`config.mk`:
```
export PLATFORM = sky130hd
export DESIGN_NAME = dmem_arbiter
export DESIGN_NICKNAME = d
export VERILOG_FILES = /design/src/rtl/dmem_arbiter.sv
export SDC_FILE = /design/constraint.sdc
export NUM_CORES = 1
export LEC_CHECK = 0
export CAP_MARGIN = 10
export CORE_AREA = 4 4 116 118
export DETAILED_ROUTE_END_ITERATION = 10
export DIE_AREA = 0 0 120 122
export GPL_TIMING_DRIVEN = 1
export PLACE_DENSITY = 0.7
export SLEW_MARGIN = 25
export SYNTH_ARGS = -nofsm -noshare
export SYNTH_HDL_FRONTEND = slang
export SYNTH_SLANG_ARGS = --single-unit
```
`constraint.sdc`:
```
create_clock -name clk -period 4.8 [get_ports clk]
set_clock_uncertainty 0.2 [all_clocks]
set_input_delay 1.2 -clock clk [delete_from_list [all_inputs] [get_ports clk]]
set_output_delay 1.2 -clock clk [all_outputs]
set_load 0.03 [all_outputs]
```
`src/rtl/dmem_arbiter.sv`:
```
// Data-memory port arbiter between the CPU load/store unit and a DMA engine.
// Define DMEM_ARB_RR_EN for round-robin contention; default is CPU priority.
module dmem_arbiter #(
  parameter int WIDTH = 32
) (
  input  logic             clk,
  input  logic             rst,
  input  logic             cpu_req,
  input  logic             cpu_we,
  input  logic [WIDTH-1:0] cpu_addr,
  input  logic [WIDTH-1:0] cpu_wdata,
  output logic             cpu_gnt,
  output logic             cpu_stall,
  output logic             cpu_rvalid,
  output logic [WIDTH-1:0] cpu_rdata,
  input  logic             dma_req,
  input  logic             dma_we,
  input  logic             dma_last,
  input  logic [WIDTH-1:0] dma_addr,
  input  logic [WIDTH-1:0] dma_wdata,
  output logic             dma_gnt,
  output logic             dma_rvalid,
  output logic [WIDTH-1:0] dma_rdata,
  output logic             mem_we,
  output logic [WIDTH-1:0] mem_addr,
  output logic [WIDTH-1:0] mem_wdata,
  input  logic [WIDTH-1:0] mem_rdata
);

  typedef enum logic {
    FREE = 1'b0,
    LOCK = 1'b1
  } state_e;

  state_e           state_q, state_d;
  logic             last_winner_q, last_winner_d;
  logic             cpu_rvalid_q, cpu_rvalid_d;
  logic             dma_rvalid_q, dma_rvalid_d;
  logic [WIDTH-1:0] cpu_rdata_q, cpu_rdata_d;
  logic [WIDTH-1:0] dma_rdata_q, dma_rdata_d;
  logic             cpu_pri;
  logic             cpu_win;
  logic             dma_win;

  // Contention policy: who wins when both ask in FREE.
  always_comb begin
`ifdef DMEM_ARB_RR_EN
    cpu_pri = last_winner_q;
`else
    cpu_pri = 1'b1;
`endif
  end

  always_comb begin
    cpu_win = 1'b0;
    dma_win = 1'b0;
    case (state_q)
      FREE: begin
        cpu_win = cpu_req & (~dma_req | cpu_pri);
        dma_win = dma_req & ~cpu_win;
      end
      LOCK: begin
        dma_win = dma_req;
      end
      default: begin
        cpu_win = 1'b0;
        dma_win = 1'b0;
      end
    endcase
    // Grants are combinational, so block them while reset is held.
    if (rst) begin
      cpu_win = 1'b0;
      dma_win = 1'b0;
    end
  end

  always_comb begin
    mem_we    = 1'b0;
    mem_addr  = '0;
    mem_wdata = '0;
    if (cpu_win) begin
      mem_we    = cpu_we;
      mem_addr  = cpu_addr;
      mem_wdata = cpu_wdata;
    end else if (dma_win) begin
      mem_we    = dma_we;
      mem_addr  = dma_addr;
      mem_wdata = dma_wdata;
    end
  end

  always_comb begin
    state_d = state_q;
    case (state_q)
      FREE: begin
        if (dma_win && !dma_last) state_d = LOCK;
      end
      LOCK: begin
        if ((dma_win && dma_last) || !dma_req) state_d = FREE;
      end
      default: state_d = FREE;
    endcase
  end

  always_comb begin
    last_winner_d = last_winner_q;
    if (cpu_win)      last_winner_d = 1'b0;
    else if (dma_win) last_winner_d = 1'b1;
  end

  always_comb begin
    cpu_rvalid_d = cpu_win & ~cpu_we;
    dma_rvalid_d = dma_win & ~dma_we;
    cpu_rdata_d  = cpu_rdata_q;
    dma_rdata_d  = dma_rdata_q;
    if (cpu_rvalid_d) cpu_rdata_d = mem_rdata;
    if (dma_rvalid_d) dma_rdata_d = mem_rdata;
  end

  always_ff @(posedge clk or posedge rst) begin
    if (rst) begin
      state_q       <= FREE;
      last_winner_q <= 1'b1;
      cpu_rvalid_q  <= 1'b0;
      dma_rvalid_q  <= 1'b0;
      cpu_rdata_q   <= '0;
      dma_rdata_q   <= '0;
    end else begin
      state_q       <= state_d;
      last_winner_q <= last_winner_d;
      cpu_rvalid_q  <= cpu_rvalid_d;
      dma_rvalid_q  <= dma_rvalid_d;
      cpu_rdata_q   <= cpu_rdata_d;
      dma_rdata_q   <= dma_rdata_d;
    end
  end

  assign cpu_gnt    = cpu_win;
  assign dma_gnt    = dma_win;
  assign cpu_stall  = cpu_req & ~cpu_win;
  assign cpu_rvalid = cpu_rvalid_q;
  assign cpu_rdata  = cpu_rdata_q;
  assign dma_rvalid = dma_rvalid_q;
  assign dma_rdata  = dma_rdata_q;

endmodule
```
==> results of run 1 <==
-- placed cells by master, fill, tap and decap left out, types with 2 or more instances in the layout --
master           instances
clkdlybuf4s50_1        235
dfrtp_1                 67
a22o_1                  65
buf_4                   56
mux2_2                  34
mux2_1                  30
buf_12                  18
clkbuf_16                9
nor2b_1                  2
clkinv_2                 2
clkinv_4                 2
-- worst paths after layout --
kind                                            from                        end  slack (ns)  cells after the start
max reg2reg                        state_q$_DFF_PP0_  cpu_rdata[28]$_DFFE_PP0P_        2.51                      5
max in group asynchronous                        rst  cpu_rdata[10]$_DFFE_PP0P_        2.23                      3
max                                              rst                    dma_gnt        0.26                      4
min in group asynchronous                        rst          state_q$_DFF_PP0_        1.41                      2
min reg2reg                cpu_rdata[26]$_DFFE_PP0P_  cpu_rdata[26]$_DFFE_PP0P_        0.28                      1
min                        cpu_rdata[26]$_DFFE_PP0P_  cpu_rdata[26]$_DFFE_PP0P_        0.28                      1
-- kinds of logic (layout without fill, tap and decap cells) --
family,after synthesis,in the layout,synth area share [%]
multiplexers,64,64,22.8
AO/OA/AOI/OAI,66,66,18.3
flip-flops,67,67,53.0
buffers and inverters,23,326,3.83
AND/OR/NAND/NOR,7,7,2.09
-- per-layer routing --
layer  track usage, %  vias up  part of all wire, %
li1                 -     1472                    -
met3             6.78       19                   10
met2             32.4      162                   52
met1             19.2     1586                   36
met4             5.51        0                  2.1
met5                0        -                    0
-- metrics by stage --
| stage | hold slack, ns | area, um2 | utilization, % |
|---|---|---|---|
| 2_1_floorplan | 0.364 | 3170 | - |
| 3_3_place_gp | 0.266 | 6420 | 51.5 |
| 3_5_place_dp | 0.274 | 6420 | 51.5 |
| 4_1_cts | 0.287 | 6710 | 53.8 |
| 5_1_grt | 0.306 | 6710 | 53.8 |
| 6_report | 0.282 | 6710 | 53.8 |
-- sequential cells by signal, indices dropped and copies added, names as in the netlist --
signal	flops
cpu_rdata	32
cpu_rvalid	1
dma_rdata	32
dma_rvalid	1
state_q	1
-- cell type report --
class / instances / area, um2
Fill cell: 1088 / 5760
Timing Repair Buffer: 309 / 3130
Sequential cell: 67 / 1680
Multi-Input combinational cell: 137 / 1390
Clock buffer: 9 / 225
Tap cell: 172 / 215
Clock inverter: 6 / 66.3
Inverter: 2 / 7.51
-- where the power goes --
group          leakage (nW)  internal (mW)  total [mW]  switching (mW)
combinational          1.90          0.500        1.02           0.520
clock                 0.146          0.401       0.647           0.246
sequential            0.803          0.687       0.750          0.0633
==> metrics, run 1 <==
CP Data Arrival Time=3.14 ns; status=finished clean; Setup TNS=0 ns; die height=122 um; Ant. Diodes=0; Final Net Count=693; Mapped Avg Cell Area=13.9 um2; clk sinks=67; global-route wire length before repair=20200 um; hold buffers post-CTS=0; Post-synth EDFFs=0; Synth async-reset ratio=100%; TritonCTS Buffers=9; number of global-route vias before repair=3553; Slew Limit Fails=0; die area=0.0146 mm2; DP Wirelength=11300 um; Fmax achieved=0.220 GHz; TritonCTS clock tree=yes; clk buf depth=2; Net Count, Synth=394; Place WS=0.242 ns; number of port buffers=300; fin worst setup slack=0.264 ns; via count=3239; DR iter-0 viols=56; Seq/Total Area, Yosys=53.0%; Syn. warnings=0; total gr overflow=0; most common cell in the netlist=dfrtp_1; Top delay family on crit path=buffers and inverters; CTS root buf=clkbuf_16; Finish-stage setup viols=0; CORE AREA=0.0125 mm2; die span in x=120 um; Std-Cell Rows=41; most frequent cells after synthesis=dfrtp_1 (67), a22o_1 (65), mux2_2 (34), mux2_1 (30), buf_2 (10); final hold vios=0; slowest stage cell on the critical path=clkdlybuf4s50_1; top-area cell type share of the netlist area=53.0%; Post-CTS Setup Bufs=0; highest cell delay on the worst timing path=0.69 ns; drt pass-1 iters=4; Crit path required time=3.40 ns; Worst Tran Pin Value=0.774 ns; CTS H-tree lvls=3; crit-path cells=clkdlybuf4s50_1 > nor3b_2 > buf_12 > clkdlybuf4s50_1; critical path peak fanout=31; Placed Instances=687; Seq cells post-synth=67; GRT Total Usage=17.8%; dominant synthesized flop cell=dfrtp_1; Final min period=4.54 ns; worst vdd ir=0.000215 V; number of I/O pins=301; CTS clk-pin slew, worst paths=0.06 ns; largest net degree at the start of global routing=39; Syn Inst Count=227; critical path capture point type=primary output; Routed Antenna Nets=0; antenna violations before repair=0; Lkg Pwr=2.85 nW; PwrDens=360 mW/mm2; routed wire length=14000 um; crit path launch type=input pin; period utilization=94.5%; Area Growth Syn to Fin=112%; Final Wtd Congestion=0.753; Layout Cells excl Fill=702; post-synth top area cell=dfrtp_1; HP Class=reg2reg; post-CTS resize count=0; layout cells sized above 1=24.3%; vias per cell=4.61; Initial Util=25.4%; DR DRC count=0; Power Total=2.42 mW; Max Cap Viol=0; synthesized area=0.00317 mm2; Unique masters post-synth=15; Buf+Inv Stages, Crit Path=3; RSZ-0062 raised after global routing=false; Avg WL per Cell=19.9 um; clk_lat worst skew=0.32 ns; WS Path Type=in2out; crit-path most repeated cell=clkdlybuf4s50_1; top post-synthesis cells by area=dfrtp_1 (53%), a22o_1 (18%), mux2_2 (12%); relative slew slack=48.3%
No activity file was read; power rests on OpenSTA's default activity.
==> run 2, diff against run 1 <==
--- a/config.mk
+++ b/config.mk
@@ -9,9 +9,9 @@
 export CORE_AREA = 4 4 116 118
 export DETAILED_ROUTE_END_ITERATION = 10
 export DIE_AREA = 0 0 120 122
-export GPL_TIMING_DRIVEN = 1
 export PLACE_DENSITY = 0.7
 export SLEW_MARGIN = 25
 export SYNTH_ARGS = -nofsm -noshare
 export SYNTH_HDL_FRONTEND = slang
 export SYNTH_SLANG_ARGS = --single-unit
+export TNS_END_PERCENT = 10
==> results of run 2 <==
No change in the layout: final DEF, timing and power equal those of run 1.
